===== src/rtl/wchb_sync_sink_if.sv =====
`timescale 1ns/1ps
`default_nettype none
// ============================================================================
//  Module      : wchb_sync_sink_if
//  Description : Bundle of the signals of wchb_sync_sink. It carries the
//                4-phase return-to-zero request/acknowledge pair with its
//                bundled data (async side) and the valid/ready FIFO output
//                (sync side).
//  Ports       : i_req, i_data, o_ack   -- async 4-phase bundled-data side
//                o_valid, i_ready,
//                o_data, o_level        -- synchronous valid/ready side
//  Modports    : slave  -- the sink itself (i_* are inputs, o_* are outputs)
//                master -- the environment driving the sink
//  Revision    : 1.0  initial release
// ============================================================================
interface wchb_sync_sink_if #(
    parameter int WIDTH = 32,
    parameter int DEPTH = 2
);
    logic                       i_req;
    logic [WIDTH-1:0]           i_data;
    logic                       o_ack;
    logic                       o_valid;
    logic                       i_ready;
    logic [WIDTH-1:0]           o_data;
    logic [$clog2(DEPTH+1)-1:0] o_level;

    modport slave (
        input  i_req,
        input  i_data,
        input  i_ready,
        output o_ack,
        output o_valid,
        output o_data,
        output o_level
    );

    modport master (
        output i_req,
        output i_data,
        output i_ready,
        input  o_ack,
        input  o_valid,
        input  o_data,
        input  o_level
    );
endinterface
`default_nettype wire


===== src/rtl/wchb_sync_sink.sv =====
`timescale 1ns/1ps
`default_nettype none
// ============================================================================
//  Module      : wchb_sync_sink
//  Description : Synchronous receiver at the output end of an asynchronous
//                WCHB pipeline. The request is synchronised into clk. Each
//                4-phase token is captured into a DEPTH-entry FIFO and then
//                presented on a valid/ready interface.
//  Ports       : clk  -- clock, all state changes on the rising edge
//                rst  -- synchronous active-high reset
//                bus  -- wchb_sync_sink_if.slave:
//                        i_req/i_data/o_ack    4-phase bundled-data input
//                        o_valid/i_ready/o_data FIFO head, valid/ready
//                        o_level               FIFO occupancy
//  Revision    : 1.0  initial release
// ============================================================================
module wchb_sync_sink #(
    parameter int WIDTH       = 32,
    parameter int DEPTH       = 2,
    parameter int SYNC_STAGES = 2
) (
    input  wire logic         clk,
    input  wire logic         rst,
    wchb_sync_sink_if.slave   bus
);
    localparam int c_ptr_w = (DEPTH > 1) ? $clog2(DEPTH) : 1;
    localparam int c_lvl_w = $clog2(DEPTH + 1);

    localparam logic [c_ptr_w-1:0] c_ptr_one  = c_ptr_w'(1);
    localparam logic [c_lvl_w-1:0] c_lvl_one  = c_lvl_w'(1);
    localparam logic [c_lvl_w-1:0] c_lvl_full = c_lvl_w'(DEPTH);

    typedef enum logic [0:0] {
        S_IDLE = 1'b0,
        S_ACK  = 1'b1
    } state_t;

    // ------------------------------------------------------------------
    // Request synchroniser. Only the last stage is ever looked at.
    // ------------------------------------------------------------------
    logic [SYNC_STAGES-1:0] r_sync;
    logic                   w_req_s;

    always_ff @(posedge clk) begin
        if (rst) begin
            r_sync <= '0;
        end else begin
            r_sync <= {r_sync[SYNC_STAGES-2:0], bus.i_req};
        end
    end

    assign w_req_s = r_sync[SYNC_STAGES-1];

    // ------------------------------------------------------------------
    // Handshake FSM. The token is sampled into a one-entry staging
    // register on the IDLE->ACK edge and written into the FIFO on the
    // next edge, so o_valid rises one edge after o_ack.
    //
    // In IDLE no staged write can still be pending: the write lands one
    // edge after entering ACK, and ACK always lasts longer than that
    // because req_s must first fall. So r_level alone is the full flag.
    // ------------------------------------------------------------------
    state_t           r_state;
    logic             r_ack;
    logic             r_wr_en;
    logic [WIDTH-1:0] r_wr_data;
    logic [c_lvl_w-1:0] r_level;
    logic             w_full;

    assign w_full = (r_level == c_lvl_full);

    always_ff @(posedge clk) begin
        if (rst) begin
            r_state   <= S_IDLE;
            r_ack     <= 1'b0;
            r_wr_en   <= 1'b0;
            r_wr_data <= '0;
        end else begin
            r_wr_en <= 1'b0;
            unique case (r_state)
                S_IDLE: begin
                    // When full, the token stays parked on the async side
                    // until a pop frees an entry.
                    if (w_req_s && !w_full) begin
                        r_wr_en   <= 1'b1;
                        r_wr_data <= bus.i_data;
                        r_ack     <= 1'b1;
                        r_state   <= S_ACK;
                    end
                end
                S_ACK: begin
                    if (!w_req_s) begin
                        r_ack   <= 1'b0;
                        r_state <= S_IDLE;
                    end
                end
                default: begin
                    r_ack   <= 1'b0;
                    r_state <= S_IDLE;
                end
            endcase
        end
    end

    // ------------------------------------------------------------------
    // FIFO. The pointers wrap naturally because DEPTH is a power of two.
    // The occupancy is kept as a separate counter.
    // ------------------------------------------------------------------
    logic [WIDTH-1:0]   r_mem [DEPTH];
    logic [c_ptr_w-1:0] r_wr_ptr;
    logic [c_ptr_w-1:0] r_rd_ptr;
    logic               w_valid;
    logic               w_pop;

    assign w_valid = (r_level != '0);
    assign w_pop   = w_valid & bus.i_ready;

    always_ff @(posedge clk) begin
        if (r_wr_en) begin
            r_mem[r_wr_ptr] <= r_wr_data;
        end
    end

    always_ff @(posedge clk) begin
        if (rst) begin
            r_wr_ptr <= '0;
            r_rd_ptr <= '0;
            r_level  <= '0;
        end else begin
            if (r_wr_en) begin
                r_wr_ptr <= r_wr_ptr + c_ptr_one;
            end
            if (w_pop) begin
                r_rd_ptr <= r_rd_ptr + c_ptr_one;
            end
            unique case ({r_wr_en, w_pop})
                2'b10:   r_level <= r_level + c_lvl_one;
                2'b01:   r_level <= r_level - c_lvl_one;
                default: r_level <= r_level;
            endcase
        end
    end

    assign bus.o_ack   = r_ack;
    assign bus.o_valid = w_valid;
    assign bus.o_data  = r_mem[r_rd_ptr];
    assign bus.o_level = r_level;

endmodule
`default_nettype wire


===== src/flat_wrapper.sv =====
// flat-port wrapper written by rule: the top's interface ports become plain ports
module wchb_sync_sink_flat 
#(
    parameter int WIDTH       = 32,
    parameter int DEPTH       = 2,
    parameter int SYNC_STAGES = 2
)
  (clk, rst, bus_i_req, bus_i_data, bus_i_ready, bus_o_ack, bus_o_valid, bus_o_data, bus_o_level);
  wchb_sync_sink_if #(.WIDTH(WIDTH), .DEPTH(DEPTH)) bus_i ();
  input  wire logic clk;
  input  wire logic rst;
  input wire logic [$bits(bus_i.i_req)-1:0] bus_i_req;
  input wire logic [$bits(bus_i.i_data)-1:0] bus_i_data;
  input wire logic [$bits(bus_i.i_ready)-1:0] bus_i_ready;
  output wire logic [$bits(bus_i.o_ack)-1:0] bus_o_ack;
  output wire logic [$bits(bus_i.o_valid)-1:0] bus_o_valid;
  output wire logic [$bits(bus_i.o_data)-1:0] bus_o_data;
  output wire logic [$bits(bus_i.o_level)-1:0] bus_o_level;
  assign bus_i.i_req = bus_i_req;
  assign bus_i.i_data = bus_i_data;
  assign bus_i.i_ready = bus_i_ready;
  assign bus_o_ack = bus_i.o_ack;
  assign bus_o_valid = bus_i.o_valid;
  assign bus_o_data = bus_i.o_data;
  assign bus_o_level = bus_i.o_level;
  wchb_sync_sink #(.WIDTH(WIDTH), .DEPTH(DEPTH), .SYNC_STAGES(SYNC_STAGES)) u_core (.clk(clk), .rst(rst), .bus(bus_i));
endmodule

===== config.mk =====
export PLATFORM = sky130hd
export DESIGN_NAME = wchb_sync_sink_flat
export DESIGN_NICKNAME = d
export VERILOG_FILES = /design/src/rtl/wchb_sync_sink_if.sv /design/src/rtl/wchb_sync_sink.sv /design/src/flat_wrapper.sv
export SDC_FILE = /design/constraint.sdc
export NUM_CORES = 1
export LEC_CHECK = 0
export CELL_PAD_IN_SITES_DETAIL_PLACEMENT = 1
export CELL_PAD_IN_SITES_GLOBAL_PLACEMENT = 1
export CORE_MARGIN = 2
export CORE_UTILIZATION = 40
export DETAILED_ROUTE_END_ITERATION = 7
export PLACE_DENSITY_LB_ADDON = 0.1
export SYNTH_ARGS = -nofsm -noshare
export SYNTH_HDL_FRONTEND = slang
export SYNTH_SLANG_ARGS = --single-unit

===== constraint.sdc =====
create_clock -name clk -period 2.7 [get_ports clk]
set_clock_uncertainty 0.05 [all_clocks]
set_input_delay 0.405 -clock clk [delete_from_list [all_inputs] [get_ports clk]]
set_output_delay 0.405 -clock clk [all_outputs]
set_load 0.02 [all_outputs]

==> qor.yml <==
drt_iter0_markers: 48
nets: 387
htreeDepth: 3
synthCells: 286
synthesis.area_um2: 3920
grt-ovfl-total: 0
setup.worst_path.end_class: "output pin"
placedCellCount: 472
worstReg2RegStart: "u_core.bus.o_level[1]"
worst-setup-path-type: "reg -> out"
synthesis.nets: 323
clkSinkCount: 106
outcome: "finished, final reports clean"
numCtsBuffers: 9
worst_skew_pair.late_latency_ns: 0.36
max_freq_mhz: 422
synth-compound-area-share_pct: 8.88
multiInputGateArea_um2: 1040
relSlewSlack_pct: 42.9
ys_seq_area_share_pct: 70.6
rsz0062_at_grt: "no"
clk_pin_slew_worst_paths_ns: 0.09
p_leak_nw: 1.60
postRouteAntennaNets: 0
ys_ff_latch: 106
clockBufferDepth: 2
port_buffers: 71
initial_core_util_pct: 40.6
worst_pin_slew_ns: 0.856
viasPerCell: 4.99
dieArea_um2: 10600
arrival_ns: 1.92
setup_viol: 0
synthMuxAreaShare_pct: 9.20
period_minus_slack_ns: 2.37
dr_total_vias: 2436
worstReg2RegEnd: "u_core.r_wr_data[20]"
grt_start_max_net_pins: 43
yosys.area_share.simple_pct: 6.78
yosys.cell_types.count: 26
stdcell_count: 488
die_width_um: 103
layout.area.seq_um2: 2760
cap_viol_max_count: 0
cts_hold_buf: 0
r2r_cells: 3
tns_ns: 0
hold_path_class: "reg -> reg"
synth-xor-area-share_pct: 0.895
drive_above_1_share_pct: 8.17
fillers: 1028
synthAdderAreaFrac_pct: 0.320
grt_pass1_wl_um: 13000
boundaryPins: 72
path_max_fanout: 20
row_count: 36
yosys_warnings: 0
die_y_um: 103
synthToLayoutAreaGrowth_pct: 25.2
cp-endpoint: "bus_o_data[21]"
synth_top_family_by_area: "multiplexers"
wl_per_cell_um: 16.5
syn_area_per_cell_um2: 13.7
finalMaxSlewViolations: 0
antenna_found_initial: 0
gr-usage-all-layers_pct: 16.6
place.gp.congestion: 0.702
max-vdd-ir-drop_v: 0.000251
rrSetupSlack_ns: 0.97
core_um2: 9640
drc: 0
fin_crit_sh_pct: 87.8
root_buffer: "clkbuf_8"
cts_tree: "yes"
pwr_density_cell_nw_per_um2: 616
antenna_cells: 0
critPathLaunchType: "flop"
cts-resized-gates: 0
cts_setup_buffers: 0
grt_pass1_vias: 2553
required_ns: 2.25
hpwl_um: 4800
routed_wl_um: 8050
hold_violations: 0
drt_pass1_iterations: 4
[critical path, cell delays in order, from the launching register on]
cell	delay, ns
dfxtp_2	0.34
buf_4	0.29
mux2_1	0.39
clkdlybuf4s50_1	0.55
[how the worst min path moves through the flow]
stage	start	endpoint	slack, ns	cells after the start
final	u_core.r_wr_data[5]	u_core.r_mem[0][5]	0.40	0
after detailed placement	u_core.r_wr_data[5]	u_core.r_mem[0][5]	0.38	0
after global placement	u_core.r_sync[0]	u_core.r_sync[1]	0.37	1
after CTS	u_core.r_sync[0]	u_core.r_sync[1]	0.41	1
after floorplan	u_core.r_sync[0]	u_core.r_sync[1]	0.36	1
after global routing	u_core.r_sync[0]	u_core.r_sync[1]	0.41	1
[layout make-up]
class / count / area share [%]
Clock inverter: 5 / 0.766
Tap cell: 133 / 3.40
Timing Repair Buffer: 76 / 15.2
Sequential cell: 106 / 56.4
Clock buffer: 11 / 2.88
Inverter: 1 / 0.0766
Multi-Input combinational cell: 156 / 21.3
[kinds of logic after synthesis]
| family | count (synthesis) |
|---|---|
| flops | 106 |
| compound gates | 68 |
| simple gates | 51 |
| mux | 32 |
| buf+inv | 24 |
| xor+xnor | 4 |
| fa+ha+maj | 1 |
[power by group]
part | total (mW) | switching, mW | leakage (nW) | internal (mW)
Combinational | 0.361 | 0.181 | 0.577 | 0.180
Clock | 0.891 | 0.524 | 0.0863 | 0.366
Sequential | 1.77 | 0.0241 | 0.937 | 1.75
Total | 3.02 | 0.730 | 1.60 | 2.29
[per-stage QoR]
step	setup slack, ns	power (mW)	util, %	instance area, um^2	hold slack (ns)
2_1_floorplan	0.473	2.00	-	3920	0.364
3_3_place_gp	0.712	2.17	49.0	4720	0.374
3_5_place_dp	0.699	2.18	49.0	4720	0.385
4_1_cts	0.294	3.06	50.8	4900	0.407
5_1_grt	0.235	3.14	50.8	4900	0.408
6_report	0.328	3.02	50.8	4900	0.401
[sequential cells by signal (all words and copies together) (netlist names), named ones only]
signal              flops
u_core.bus.o_ack        1
u_core.r_rd_ptr         1
u_core.r_sync           2
u_core.bus.o_level      2
u_core.r_state          1
u_core.r_wr_ptr         1
u_core.r_mem           64
u_core.r_wr_en          1
u_core.r_wr_data       32
[cells in the mapped netlist]
| cell type | number | area (um^2) |
|---|---|---|
| nor2_1 | 6 | 22.5 |
| nor2b_1 | 4 | 25.0 |
| o21ai_0 | 17 | 85.1 |
| nor3b_1 | 1 | 7.51 |
| buf_6 | 3 | 33.8 |
| a21oi_2 | 1 | 8.76 |
| inv_1 | 1 | 3.75 |
| xnor2_1 | 3 | 26.3 |
| nor3_1 | 2 | 10.0 |
| or3_1 | 1 | 6.26 |
| buf_4 | 1 | 7.51 |
| edfxtp_1 | 64 | 1920 |
| dfxtp_1 | 42 | 841 |
| nand2b_1 | 2 | 12.5 |
| o21ai_1 | 16 | 80.1 |
| buf_2 | 12 | 60.1 |
| or2_1 | 1 | 6.26 |
| a21oi_1 | 33 | 165 |
| clkbuf_1 | 7 | 26.3 |
| nand3_1 | 32 | 160 |
| ha_1 | 1 | 12.5 |
| mux2_1 | 32 | 360 |
| xor2_1 | 1 | 8.76 |
| nor2b_2 | 1 | 8.76 |
| and2_1 | 1 | 6.26 |
| o21a_2 | 1 | 8.76 |
[routing by layer]
metal | wire (um) | part of all wire (%) | track usage (%)
met5 | 0 | 0 | 0
met4 | 123 | 1.5 | 6.07
met3 | 304 | 3.8 | 3.19
met2 | 4040 | 50 | 29.3
met1 | 3580 | 44 | 20.3
[cell usage in the layout, fill, tap and decap left out, drive strengths merged, types with 3 or more instances in the layout]
| cell | netlist | routed |
|---|---|---|
| nor2 | 6 | 6 |
| buf | 16 | 6 |
| mux2 | 32 | 32 |
| o21ai | 33 | 33 |
| xnor2 | 3 | 3 |
| clkdlybuf4s50 | 0 | 70 |
| nor2b | 5 | 5 |
| dfxtp | 42 | 42 |
| inv | 1 | 3 |
| nand3 | 32 | 32 |
| clkbuf | 7 | 11 |
| a21oi | 34 | 34 |
| edfxtp | 64 | 64 |
(Power assumes the default switching activity.)
